## config.mk

```make
export PLATFORM = sky130hd
export DESIGN_NAME = l2_flush_sequencer
export DESIGN_NICKNAME = d
export VERILOG_FILES = /design/src/rtl/l2_flush_sequencer_pkg.sv /design/src/rtl/l2_flush_sequencer.sv
export SDC_FILE = /design/constraint.sdc
export NUM_CORES = 1
export LEC_CHECK = 0
export ABC_AREA = 1
export BUFFER_PORTS_ARGS = -buffer_cell sky130_fd_sc_hd__buf_2
export CORE_UTILIZATION = 45
export CTS_CLUSTER_SIZE = 30
export DETAILED_ROUTE_END_ITERATION = 6
export GPL_TIMING_DRIVEN = 0
export PLACE_DENSITY = 0.68
export SLEW_MARGIN = 20
export SYNTH_ARGS = -nofsm -noshare
export SYNTH_HDL_FRONTEND = slang
export SYNTH_SLANG_ARGS = --single-unit
```

## constraint.sdc

```tcl
create_clock -name clk -period 2.1 [get_ports clk]
set_input_delay 0.21 -clock clk [delete_from_list [all_inputs] [get_ports clk]]
set_output_delay 0.21 -clock clk [all_outputs]
set_load 0.1 [all_outputs]
```

## src/rtl/l2_flush_sequencer_pkg.sv

```systemverilog
// Shared types and default geometry for the L2 flush sequencer.
package l2_flush_sequencer_pkg;

  localparam int DEF_L2_SETS = 256;
  localparam int DEF_L2_WAYS = 8;
  localparam int DEF_N_MSHR  = 4;

  typedef enum logic [2:0] {
    IDLE      = 3'd0,
    ISSUE     = 3'd1,
    WAIT_STEP = 3'd2,
    DRAIN     = 3'd3,
    DONE      = 3'd4
  } l2_flush_state_t;

  function automatic logic [15:0] sat_inc16(input logic [15:0] v);
    return (v == 16'hFFFF) ? v : v + 16'd1;
  endfunction

endpackage

```

## src/rtl/l2_flush_sequencer.sv

```systemverilog
// Walks every (set, way) of the L2 issuing one flush step per line, then waits for
// outstanding writebacks to drain and pulses flush_done.
//
// state     | meaning
// IDLE      | ready for a flush command
// ISSUE     | offering the current set/way step to l2_fsm
// WAIT_STEP | step accepted, waiting for step_done
// DRAIN     | walk finished, waiting for all MSHRs free
// DONE      | one-cycle completion pulse
module l2_flush_sequencer
  import l2_flush_sequencer_pkg::*;
#(
  parameter int L2_SETS = DEF_L2_SETS,
  parameter int L2_WAYS = DEF_L2_WAYS,
  parameter int N_MSHR  = DEF_N_MSHR
) (
  input  logic                         clk,
  input  logic                         rst,
  input  logic                         l2_flush_valid,
  input  logic                         l2_flush_i,
  output logic                         l2_flush_ready,
  output logic                         flush_req_valid,
  input  logic                         flush_req_ready,
  output logic [$clog2(L2_SETS)-1:0]   flush_set,
  output logic [$clog2(L2_WAYS)-1:0]   flush_way,
  output logic                         is_flush_all,
  input  logic                         step_done,
  input  logic                         step_wb,
  input  logic                         pause,
  input  logic [$clog2(N_MSHR):0]      mshr_cnt,
  output logic                         ongoing_flush,
  output logic                         flush_done,
  output logic [15:0]                  flush_wb_cnt
);

  localparam int L2_SET_BITS  = $clog2(L2_SETS);
  localparam int L2_WAY_BITS  = $clog2(L2_WAYS);
  localparam int REQS_BITS_P1 = $clog2(N_MSHR) + 1;

  localparam logic [L2_SET_BITS-1:0]  LAST_SET = L2_SET_BITS'(L2_SETS - 1);
  localparam logic [L2_WAY_BITS-1:0]  LAST_WAY = L2_WAY_BITS'(L2_WAYS - 1);
  localparam logic [REQS_BITS_P1-1:0] ALL_FREE = REQS_BITS_P1'(N_MSHR);

  l2_flush_state_t state, next_state;
  logic [L2_SET_BITS-1:0] set_q;
  logic [L2_WAY_BITS-1:0] way_q;
  logic [15:0]            wb_cnt_q;
  logic                   all_q;
  logic                   req_held;
  logic                   req_valid;
  logic                   last_line;

  assign last_line = (set_q == LAST_SET) && (way_q == LAST_WAY);

  always_comb begin
    next_state = state;
    req_valid  = 1'b0;
    case (state)
      IDLE: begin
        if (l2_flush_valid) next_state = ISSUE;
      end
      ISSUE: begin
        // Once offered, the step stays valid regardless of pause/MSHR changes.
        req_valid = req_held || (!pause && (mshr_cnt != '0));
        if (req_valid && flush_req_ready) next_state = WAIT_STEP;
      end
      WAIT_STEP: begin
        if (step_done) next_state = last_line ? DRAIN : ISSUE;
      end
      DRAIN: begin
        if (mshr_cnt == ALL_FREE) next_state = DONE;
      end
      DONE:    next_state = IDLE;
      default: next_state = IDLE;
    endcase
  end

  always_ff @(posedge clk or negedge rst) begin
    if (!rst) begin
      state    <= IDLE;
      set_q    <= '0;
      way_q    <= '0;
      wb_cnt_q <= '0;
      all_q    <= 1'b0;
      req_held <= 1'b0;
    end else begin
      state    <= next_state;
      req_held <= (state == ISSUE) && req_valid && !flush_req_ready;
      if (state == IDLE && l2_flush_valid) begin
        all_q    <= l2_flush_i;
        set_q    <= '0;
        way_q    <= '0;
        wb_cnt_q <= '0;
      end else if (state == WAIT_STEP && step_done) begin
        if (step_wb) wb_cnt_q <= sat_inc16(wb_cnt_q);
        if (way_q != LAST_WAY) begin
          way_q <= way_q + 1'b1;
        end else if (set_q != LAST_SET) begin
          way_q <= '0;
          set_q <= set_q + 1'b1;
        end
      end
    end
  end

  assign l2_flush_ready  = (state == IDLE);
  assign flush_req_valid = req_valid;
  assign flush_set       = set_q;
  assign flush_way       = way_q;
  assign is_flush_all    = all_q;
  assign ongoing_flush   = (state == ISSUE) || (state == WAIT_STEP) || (state == DRAIN);
  assign flush_done      = (state == DONE);
  assign flush_wb_cnt    = wb_cnt_q;

endmodule

```

=== After elaboration in Yosys (flattened, before gate mapping) ===
Index checks and enable logic that the tools add are counted.

* Register bits after elaboration: 32
* Word-level logic and storage cells: 66
* Bits of input ports: 11

* Multiplexer cells: 19
* Add/subtract/negate cells: 3
* Reductions and logical operators: 22
* Equal/unequal tests: 16

{| class="wikitable"
|+ Operators with widths
! cell !! count
|-
| $mux W16 || 4
|-
| $mux W8 || 4
|-
| $mux W3 || 8
|-
| $add A16 B1 Y16 const B || 1
|-
| $eq A16 B16 Y1 const B || 1
|-
| $ne A2 B2 Y1 const B || 6
|-
| $pmux W3 S4 || 1
|-
| $eq A3 B3 Y1 const B || 3
|-
| $add A8 B1 Y8 const B || 1
|-
| $eq A8 B8 Y1 const B || 1
|-
| $ne A8 B8 Y1 const B || 1
|-
| $logic_and A1 B1 Y1 || 7
|-
| $eq A3 B2 Y1 const B || 2
|-
| $reduce_and A3 Y1 || 2
|-
| $reduce_bool A2 Y1 || 3
|-
| $reduce_bool A3 Y1 || 2
|-
| $reduce_and A4 Y1 || 1
|-
| $add A3 B1 Y3 const B || 1
|-
| $eq A3 B1 Y1 const B || 1
|-
| $logic_not A3 Y1 || 1
|-
| $logic_or A1 B1 Y1 || 3
|-
| $ne A3 B3 Y1 const B || 1
|-
| $logic_not A1 Y1 || 2
|-
| $mux W2 || 1
|-
| 2 further kinds || 2
|}

=== Longest topological paths before layout ===
* Depth after elaboration: 6
* Mapped depth: 9
* Mapped depth without buffers: 9

=== Worst setup path after synthesis ===
Ideal clock, no wire load.

* Path kind: flip-flop to output port
* From: register state[1]
* To: output port flush_done
* Setup slack: -790 ps
* Stages on the path, launching flop included: 2
* Path buffers: 0
* Arrival time: 2680 ps
* Cells stage by stage: dfrtp_1 -> nor3b_1

* Word-level cells in the longest chain between the ends: 1

{| class="wikitable"
|+ Ends and longest elaborated chain
! item !! RTL line !! source
|-
| start, declared || l2_flush_sequencer.sv:44 || <nowiki>l2_flush_state_t state, next_state;</nowiki>
|-
| start signal, assigned || l2_flush_sequencer.sv:87 || <nowiki>state <= next_state;</nowiki>
|-
| $eq A3 B3 Y1 || l2_flush_sequencer.sv:112 || <nowiki>assign flush_done = (state == DONE);</nowiki>
|-
| end, declared || l2_flush_sequencer.sv:32 || <nowiki>output logic flush_done,</nowiki>
|}

Every way passes these cells.

=== Worst setup path in the final report ===
* From: register state[1]
* To: output port flush_req_valid

* Word-level cells in the longest chain between the ends: 2

{| class="wikitable"
|+ Ends and longest elaborated chain
! item !! RTL line !! source
|-
| $eq A3 B1 Y1 || l2_flush_sequencer.sv:58 || <nowiki>case (state)</nowiki>
|-
| $mux W1 || l2_flush_sequencer.sv:58 ||
|-
| end, declared || l2_flush_sequencer.sv:22 || <nowiki>output logic flush_req_valid,</nowiki>
|}

Every way passes these cells.

==> results.json <==
{
  "cts_root_buf": "clkbuf_8",
  "post-route-period-util_pct": 88.74,
  "post_cts_buffers": 0,
  "skew_ns": 0.003433,
  "path_class": "reg -> out",
  "ir_worst_vdd_mv": 0.9830,
  "core-area_um2": 4354,
  "clock_path_buffers": 2,
  "outcome": "complete, no violations",
  "power_density_nw_per_um2": 1129,
  "io_pins": 43,
  "relSlewSlack_pct": 51.51,
  "cp.required_ns": 1.89,
  "crit_chain": "nor3_1, inv_1, nor2_2, buf_2",
  "finalSetupTns_ns": 0,
  "clk_pin_slew_ns": 0.06,
  "grt_use_total_pct": 21.02,
  "drc": 0,
  "cp_slowest_stage_delay_ns": 0.46,
  "place.gp.congestion": 0.8051,
  "yosys_warnings": 0,
  "layout-drive-gt1-share_pct": 22.94,
  "antenna_found_initial": 0,
  "synthCells": 276,
  "viasPerCell": 5.098,
  "syn_avg_cell_area_um2": 7.362,
  "fmax_ghz": 0.5366,
  "crit_path_end_kind": "primary output",
  "start_kind": "register",
  "setup_viol": 0,
  "portBuffers": 42,
  "cts_inserted_buffers": 5,
  "syn_to_final_growth_pct": 20.81,
  "drtPass1Iterations": 4,
  "path_buf_inv": 2,
  "clock_latency_ns": 0.29,
  "num-nets-final": 341,
  "grt_max_degree": 33,
  "hold_class": "in -> reg",
  "drt-initial-drc-count": 84,
  "tightest_slew_ns": 0.7273,
  "final_util_pct": 56.38,
  "fin_crit_ns": 1.864,
  "ys_types": 25,
  "hpwl_mm": 3.335,
  "cp_top_family": "buffers and inverters",
  "tritoncts": "done",
  "slew_violations": 0,
  "hold_violations": 0,
  "start_util_pct": 46.67,
  "design.die.area_um2": 4788,
  "synth_nets": 291,
  "diodes": 0,
  "cp_max_fo": 6,
  "via_count": 1932,
  "syn-cell-area_um2": 2032,
  "drtAntennaViolNets": 0,
  "cts_max_level": 2,
  "final_common_cell": "nand2_1",
  "dieHeight_um": 69.20,
  "wl_per_cell_um": 11.95,
  "die_w_um": 69.20,
  "rows": 24,
  "leakage_nw": 1.335,
  "gr-total-overflow": 0,
  "cts_sinks": 32,
  "yosysSeqAreaShare_pct": 39.41,
  "grt_setup_unrepaired": "no",
  "ys_ff_latch": 32,
  "layout_common_cells": "nand2_1 (73), buf_2 (44), inv_1 (38)",
  "cp_data_arrival_time_ns": 1.65,
  "max-cap-violations": 0,
  "grt_pass1_vias": 1828,
  "grt_first_pass_wirelength_mm": 8.079,
  "routed_wirelength_mm": 4.530,
  "cpMaxStageDelayCell": "dfrtp_1"
}
-- what timing repair did --
| item | CTS | global route |
|---|---|---|
| gates resized for setup | 0 | 0 |
| hold buffers | 1 | 0 |
| hold endpoints to repair | 5 | 0 |
-- sequential cells by signal, summed over array words and instances, names as in the netlist --
| register | count |
|---|---|
| is_flush_all | 1 |
| state | 3 |
| flush_way | 3 |
| req_held | 1 |
| flush_wb_cnt | 16 |
| flush_set | 8 |
-- layer usage --
layer	wire length, um	GRT usage (%)
met1	2100	26.77
met2	2167	35.49
met3	203	3.779
met4	58	7.937
met5	0	0
-- where the power goes --
group	internal (W)	total, W	switching [W]
clock	0.000418	0.000649	0.000230
combinational	0.000267	0.00131	0.00105
sequential	0.000701	0.000809	0.000108
total	0.00139	0.00277	0.00139
-- Yosys cell counts, drive strengths merged --
| cell type | number | share of area (%) |
|---|---|---|
| xor2 | 9 | 3.9 |
| nor3 | 3 | 0.74 |
| nor3b | 3 | 1.1 |
| dfrtp | 32 | 39 |
| o21ai | 18 | 4.4 |
| or2 | 1 | 0.31 |
| o21bai | 2 | 0.74 |
| xnor2 | 1 | 0.43 |
| ha | 4 | 2.5 |
| buf | 5 | 2.2 |
| nor2 | 29 | 6.3 |
| mux2 | 1 | 0.55 |
| inv | 39 | 7.2 |
| nand3 | 40 | 12 |
| nand4 | 9 | 2.8 |
| a21oi | 6 | 1.5 |
| nand2 | 74 | 14 |
-- kinds of logic (layout without fill, tap and decap cells) --
| logic type | count (synthesis) | in the layout | synth area share [%] |
|---|---|---|---|
| flops | 32 | 32 | 39.41 |
| buf+inv | 44 | 95 | 9.359 |
| xor+xnor | 10 | 10 | 4.311 |
| mux | 1 | 1 | 0.5541 |
| fa+ha+maj | 4 | 4 | 2.463 |
| compound gates | 26 | 26 | 6.650 |
| simple gates | 159 | 159 | 37.25 |
-- layout make-up --
cell class / instances / area, um^2
Fill cell: 431 / 1899
Multi-Input combinational cell: 200 / 1049
Sequential cell: 32 / 804.5
Timing Repair Buffer: 43 / 220.2
Inverter: 39 / 146.4
Clock buffer: 7 / 96.34
Tap cell: 52 / 65.06
Buffer: 5 / 43.79
Clock inverter: 1 / 30.03
-- metrics by stage --
stage / hold WS, ns / cell area, um^2 / setup slack, ns / total power [W] / instances
global placement: 0.3201 / 2318 / 0.5246 / 0.002134 / 370
finish: 0.09945 / 2455 / 0.2364 / 0.002771 / 379
floorplan: -0.08559 / 2043 / 0.01425 / 0.001905 / 276
detailed placement: 0.3150 / 2318 / 0.4984 / 0.002146 / 370
CTS: 0.09592 / 2455 / 0.2075 / 0.002802 / 379
global route: 0.09582 / 2455 / 0.09149 / 0.002922 / 379
-- final timing paths --
check / start / to / slack (ns) / cells past startpoint
min in group asynchronous: rst / flush_wb_cnt[2] / 0.51 / 2
min: flush_req_ready / req_held / 0.1 / 2
min reg2reg: flush_set[0] / flush_set[0] / 0.50 / 1
max: state[1] / flush_req_valid / 0.24 / 4
max reg2reg: flush_wb_cnt[0] / flush_wb_cnt[10] / 0.51 / 8
max in group asynchronous: rst / flush_set[0] / 1.08 / 2
(Power assumes the default switching activity.)
